### config.mk
export PLATFORM = sky130hd
export DESIGN_NAME = alu_accumulator
export DESIGN_NICKNAME = d
export VERILOG_FILES = /design/src/rtl/alu_pkg.sv /design/src/rtl/mod_alu.sv /design/src/rtl/alu_accumulator.sv
export SDC_FILE = /design/constraint.sdc
export NUM_CORES = 1
export LEC_CHECK = 0
export ABC_AREA = 1
export BUFFER_PORTS_ARGS = -buffer_cell sky130_fd_sc_hd__buf_2
export CAP_MARGIN = 0
export CORE_ASPECT_RATIO = 1.4
export CORE_MARGIN = 1
export CORE_UTILIZATION = 46
export CTS_CLUSTER_SIZE = 12
export DETAILED_ROUTE_END_ITERATION = 10
export GPL_TIMING_DRIVEN = 0
export PLACE_DENSITY = 0.7
export SLEW_MARGIN = 20
export SYNTH_ARGS = -nofsm -noshare
export SYNTH_HDL_FRONTEND = slang
export SYNTH_SLANG_ARGS = --single-unit
### constraint.sdc
create_clock -name clk -period 3.7 [get_ports clk]
set_clock_uncertainty 0.05 [all_clocks]
set_input_delay 0.185 -clock clk [delete_from_list [all_inputs] [get_ports clk]]
set_output_delay 0.185 -clock clk [all_outputs]
set_load 0.005 [all_outputs]
### src/rtl/alu_pkg.sv
// Shared types for the accumulator and its ALU: opcodes, FSM states and result flags.
package alu_pkg;

   localparam int unsigned OP_W = 4;

   typedef enum logic [OP_W-1:0] {
      OP_ADD  = 4'd0,
      OP_SUB  = 4'd1,
      OP_NOT  = 4'd2,
      OP_AND  = 4'd3,
      OP_OR   = 4'd4,
      OP_XOR  = 4'd5,
      OP_SLA  = 4'd6,
      OP_SLL  = 4'd7,
      OP_SRA  = 4'd8,
      OP_SRL  = 4'd9,
      OP_LOAD = 4'd10
   } alu_op_t;

   typedef enum logic [1:0] {
      S_IDLE,
      S_EXEC,
      S_DONE
   } acc_state_t;

   typedef struct packed {
      logic cout;
      logic negative;
      logic zero;
   } alu_flags_t;

   // Opcodes above LOAD are reserved and must not touch the accumulator.
   function automatic logic op_legal(input logic [OP_W-1:0] op);
      return op <= OP_LOAD;
   endfunction

endpackage

### src/rtl/mod_alu.sv
// Combinational 10-operation ALU; LOAD and reserved opcodes produce zero here.
module mod_alu
   import alu_pkg::*;
#(
   parameter int unsigned width = 4
) (
   input  logic [width-1:0] a,
   input  logic [width-1:0] b,
   input  logic [OP_W-1:0]  op,
   output logic [width-1:0] y,
   output alu_flags_t       flags
);

   logic [width:0] sum;

   assign sum = {1'b0, a} + {1'b0, b};

   always_comb begin
      y     = '0;
      flags = '0;
      case (op)
         OP_ADD: begin
            y          = sum[width-1:0];
            flags.cout = sum[width];
         end
         // SUB returns the magnitude; the sign goes to the negative flag.
         OP_SUB: begin
            if (a < b) begin
               y              = b - a;
               flags.negative = 1'b1;
            end else begin
               y = a - b;
            end
         end
         OP_NOT:         y = ~a;
         OP_AND:         y = a & b;
         OP_OR:          y = a | b;
         OP_XOR:         y = a ^ b;
         OP_SLA, OP_SLL: y = {a[width-2:0], 1'b0};
         OP_SRA:         y = {a[width-1], a[width-1:1]};
         OP_SRL:         y = {1'b0, a[width-1:1]};
         default:        y = '0;
      endcase
      flags.zero = (y == '0);
   end

endmodule

### src/rtl/alu_accumulator.sv
// Accumulator sequencer: accepts a command, runs it through mod_alu against the
// accumulator, writes back and holds a registered response until it is consumed.
module alu_accumulator
   import alu_pkg::*;
#(
   parameter int unsigned width = 4
) (
   input  logic             clk,
   input  logic             rst_n,
   input  logic             cmd_valid,
   output logic             cmd_ready,
   input  logic [3:0]       cmd_op,
   input  logic [width-1:0] cmd_operand,
   output logic             res_valid,
   input  logic             res_ready,
   output logic [width-1:0] res_value,
   output logic             res_cout,
   output logic             res_negative,
   output logic             res_zero,
   output logic             res_err
);

   acc_state_t       state;
   logic [width-1:0] acc;
   logic [width-1:0] operand_q;
   logic [OP_W-1:0]  op_q;

   logic [width-1:0] alu_y;
   alu_flags_t       alu_flags;

   logic             legal_c;
   logic [width-1:0] next_value_c;
   alu_flags_t       next_flags_c;

   mod_alu #(.width(width)) u_alu (
      .a     (acc),
      .b     (operand_q),
      .op    (op_q),
      .y     (alu_y),
      .flags (alu_flags)
   );

   // Result selection: LOAD bypasses the ALU, reserved opcodes echo the accumulator.
   always_comb begin
      legal_c      = op_legal(op_q);
      next_value_c = acc;
      next_flags_c = '0;
      if (op_q == OP_LOAD) begin
         next_value_c      = operand_q;
         next_flags_c.zero = (operand_q == '0);
      end else if (legal_c) begin
         next_value_c = alu_y;
         next_flags_c = alu_flags;
      end
   end

   always_ff @(posedge clk or negedge rst_n) begin
      if (!rst_n) begin
         state        <= S_IDLE;
         acc          <= '0;
         operand_q    <= '0;
         op_q         <= '0;
         cmd_ready    <= 1'b1;
         res_valid    <= 1'b0;
         res_value    <= '0;
         res_cout     <= 1'b0;
         res_negative <= 1'b0;
         res_zero     <= 1'b0;
         res_err      <= 1'b0;
      end else begin
         case (state)
            S_IDLE: begin
               if (cmd_valid) begin
                  op_q      <= cmd_op;
                  operand_q <= cmd_operand;
                  cmd_ready <= 1'b0;
                  state     <= S_EXEC;
               end
            end
            S_EXEC: begin
               res_value    <= next_value_c;
               res_cout     <= next_flags_c.cout;
               res_negative <= next_flags_c.negative;
               res_zero     <= next_flags_c.zero;
               res_err      <= !legal_c;
               if (legal_c) begin
                  acc <= next_value_c;
               end
               res_valid <= 1'b1;
               state     <= S_DONE;
            end
            S_DONE: begin
               if (res_ready) begin
                  res_valid <= 1'b0;
                  cmd_ready <= 1'b1;
                  state     <= S_IDLE;
               end
            end
            default: state <= S_IDLE;
         endcase
      end
   end

endmodule

# After elaboration in Yosys (flattened, before gate mapping)
# Index checks and enable logic that the tools add are counted.
[totals]
reg_bits = 24
output_inout_bits = 10
word_cells = 65
[classes]
add_sub_neg = 3
order_cmp = 2
eq_ne = 14
n_mux = 18
n_bitwise = 4
reduce_logical = 13
[ops]
columns = ["operator", "count"]
rows = [
  ["case mux 4 bit (9 select lines)", 1],
  ["== test 4 x 3 -> 1 bit, second input constant", 4],
  ["== test 4 bit, second input constant", 3],
  ["logical NOT 4 bit", 3],
  ["two-way mux 4 bit", 3],
  ["== test 4 x 2 -> 1 bit, second input constant", 2],
  ["AND reduction 2 bit", 4],
  ["subtractor 4 bit", 2],
  ["two-way mux 1 bit", 7],
  ["two-way mux 2 bit", 3],
  ["case mux 2 bit (3 select lines)", 1],
  ["adder 4 x 4 -> 5 bit", 1],
  ["AND 4 bit", 1],
  ["== test 4 x 1 -> 1 bit, second input constant", 1],
  ["<= comparator 4 bit, second input constant", 1],
  ["< comparator 4 bit", 1],
  ["inequality test 2 bit, second input constant", 2],
  ["inverter 4 bit", 1],
  ["bitwise OR 4 bit", 1],
  ["case mux 1 bit (2 select lines)", 2],
  ["nonzero test 2 bit", 2],
  ["XOR 4 bit", 1],
  ["two-way mux 3 bit", 1],
  ["AND reduction 3 bit", 1],
  ["5 further kinds", 5],
]

# Longest topological paths before layout
[depth]
ltp_word = 6
mapped_depth = 15
depth_no_buf = 15

# Hierarchy
# Synthesis repeated with hierarchy kept, for this count alone.
[unflattened]
hier_cells = 274
hier_area_um2 = 1931.9
[by_module_without_submodules]
columns = ["mod", "n_inst", "cells_each", "area_each_um2"]
rows = [
  ["alu_accumulator", 1, 133, 1066.0],
  ["mod_alu", 1, 141, 865.8],
]

# Worst setup path after synthesis
# Ideal clock, no wire load.
[synth_path]
kind = "register to register"
startpoint = "reg acc[0]"
endpoint = "reg res_value[3]"
setup_time_ps = 117
arrival_time_ps = 1776
slack_ps = 1757
stages_incl_launch_ff = 15
cell_sequence = "dfrtp_1 inv_1 ha_1 inv_1 fa_1 nand3_1 nand2_1 clkinv_1 nand3_1 nand3_1 nand2_1 inv_2 nand3_1 nand2_1 nand2_1"
[synth_via]
elab_chain_len = 5
word_cells_on_any_way = 8
classes_between = "add/sub: 3; order compare: 1; mux: 4"
[synth_rtl]
columns = ["element", "line_no", "text"]
rows = [
  ["from (decl)", "alu_accumulator.sv:24", "logic [width-1:0] acc;"],
  ["from (signal assigned)", "alu_accumulator.sv:87", "acc <= next_value_c;"],
  ["subtractor 4 bit, or another cell as far along", "mod_alu.sv:32", "y = a - b;"],
  ["two-way mux 4 bit", "mod_alu.sv:28", "if (a < b) begin"],
  ["case mux 4 bit (9 select lines) *", "mod_alu.sv:21", "case (op)"],
  ["two-way mux 4 bit *", "alu_accumulator.sv:51", "end else if (legal_c) begin"],
  ["two-way mux 4 bit *", "alu_accumulator.sv:48", "if (op_q == OP_LOAD) begin"],
  ["to (signal assigned)", "alu_accumulator.sv:81", "res_value <= next_value_c;"],
  ["to (decl)", "alu_accumulator.sv:16", "output logic [width-1:0] res_value,"],
]
# Every way passes the cells marked *; elsewhere a longest branch is shown, timed or not.
# A chain may end at the register's enable or synchronous reset.

# Worst setup path in the final report
[layout_path]
startpoint = "reg acc[1]"
endpoint = "reg res_value[2]"
# Same word-level chain as after synthesis.

==> results.cfg <==
[timing]
tightest_slew_ps = 517
period_minus_slack_ps = 2320
rsz0062_at_grt = no
fmax_mhz = 431
fin_setup_tns_ps = 0
setup_ws_ps = 1380
setup_viol = 0
post-route-period-util_pct = 62.7
final_hold_viol_count = 0
slew_headroom_pct = 65.5
slew_viol_final = 0

[cells_and_area]
drive_gt1_share_pct = 18.9
syn2layout_area_growth_pct = 13.0
final_util_pct = 55.5
diodes = 0
final_area_mm2 = 0.00208
final_cell_mix = nand2_1 (66), nor2_1 (33), nand3_1 (26)
fin_nets = 311
fillers = 370
final_common_cell = nand2_1

[logic_synthesis]
yosysSeqAreaShare_pct = 32.8
synthDistinctLibCells = 32
ys_ff_latch = 24
synth_top_area_share_pct = 31.3
syn-cell-area_mm2 = 0.00184
avgSynthCellArea_um2 = 7.23
syn_nets = 284
ys_top_cells_by_area = dfrtp_1 (31%), nand2_1 (13%), ha_1 (10%)
syn_inst = 254
synth_area_leader_cell = dfrtp_1
ys_warn_count = 0

[critical_path]
worstPathRequired_ps = 3800
critPathKind = reg2reg
cp_max_fo = 9
cp.arrival_ps = 2420
start_kind = register
crit_path_end_kind = register

[hold_path]
hp-class = in2reg

[detailed_routing]
via_per_inst = 5.18
drc = 0
via_count = 1667
routedWlPerCell_um = 13.2
drtPass1Iterations = 4
drt.antenna.violating_nets = 0
drtIter0Drc = 66
wirelength_mm = 4.24

[clocking]
cts_buffers = 3
root_buffer = clkbuf_8
cts_post_setup_buffers_inserted = 0
cts_tree = done
postCtsHoldBufs = 1
clock_path_buffers = 2
cts.clk_slew.worst_paths_ps = 90
clock_latency_ps = 270
cts_sinks = 24
ctsResizeCount = 0
h-tree-depth = 1

[floorplanning]
die_y_um = 76.8
num_rows = 26
core_mm2 = 0.00374
die_x_um = 55.4
pin_count = 22
initial_core_util_pct = 49.1
dieArea_mm2 = 0.00425

[grt]
grt_use_total_pct = 21.7
antenna_found_initial = 0
grt_pass1_wl_mm = 7.36
grt_max_degree = 25
grt_overflow_total = 0
grt_pass1_vias = 1649

[place]
dp_hpwl_mm = 3.48
dpl_cell_area_mm2 = 0.00199
dp_worst_setup_slack_ps = 1390
gp_congestion = 0.929
port_buffers = 21

[power_and_ir_drop]
p_leak_nw = 1.08
powerDensity_mw_per_mm2 = 964
irDropWorstVdd_mv = 0.568

[flow_run]
max-cap-violations = 0

[status]
run_status = finished clean
[power by group]
group / internal, W / switching [W]
logic: 0.000448 / 0.000811
registers: 0.000381 / 0.000130
clock network: 0.000145 / 0.0000852
total: 0.000974 / 0.00103
[through the flow]
| step | cells | total power (W) | hold slack, ps |
|---|---|---|---|
| floorplan | 254 | 0.00144 | -161 |
| global placement | 317 | 0.00174 | 141 |
| detailed placement | 317 | 0.00177 | 137 |
| CTS | 322 | 0.00200 | 55.2 |
| global route | 322 | 0.00220 | 83.1 |
| finish | 322 | 0.00200 | 57.0 |
[worst paths after layout]
kind                           start            to  slack [ps]  depth (start not counted)
max                           acc[1]  res_value[2]        1380                         12
min                        res_ready      state[1]          60                          2
max reg2reg                   acc[1]  res_value[2]        1380                         12
max in group asynchronous      rst_n     cmd_ready        2860                          2
min in group asynchronous      rst_n        acc[0]         370                          2
min reg2reg                cmd_ready     cmd_ready         410                          2
[routing by layer]
layer  track usage, %  share of wire [%]
met4             7.75                1.7
met2             40.0                 53
met3             2.19                2.5
met1             25.6                 43
met5                0                  0
[synth_stat cells (all sizes together)]
cell / count
fa: 3
buf: 2
o22ai: 1
clkinv: 2
dfrtp: 23
nor3: 2
inv: 31
or2: 1
nor4: 1
clkbuf: 2
o31ai: 1
nand2: 68
a21oi: 7
xnor2: 2
nor2: 42
nand3b: 1
dfstp: 1
nand3: 27
ha: 15
o21ai: 20
nand4: 2
[area by class of cell]
class,count,area [um2],area share (%)
sequential,24,602,29.0
clock inverter,1,30.0,1.45
buffer,4,20.0,0.964
timing repair buffer,22,115,5.55
inverter,33,126,6.09
multi-input combinational,193,1090,52.4
tap,42,52.6,2.53
clock buffer,3,41.3,1.99
[flip-flops by register name, indices dropped and copies added, names as in the netlist]
register      count
op_q              4
state             2
acc               4
res_value         4
res_err           1
res_zero          1
cmd_ready         1
res_cout          1
operand_q         4
res_negative      1
res_valid         1
[cell families (layout without fill, tap and decap cells)]
family                   count (synthesis)  after routing  share of synthesized area (%)
buffers and inverters                   37             63                           7.97
AO/OA/AOI/OAI                           29             29                           8.51
adder cells (fa/ha/maj)                 18             18                           13.5
flip-flops                              24             24                           32.8
XOR/XNOR                                 2              2                          0.954
AND/OR/NAND/NOR                        144            144                           36.3
[worst max-delay path, cell delays in order, from the launching register on]
cell and delay (ps):
dfrtp_1 620, inv_1 200, fa_1 490, inv_1 70
nand2_1 50, nand2_1 50, nand3_1 70, nand2_1 60
nor2_1 40, nor2_1 170, o21ai_1 100, nor2_1 170
o21ai_1 80
Power figures use the tool's default switching activity.
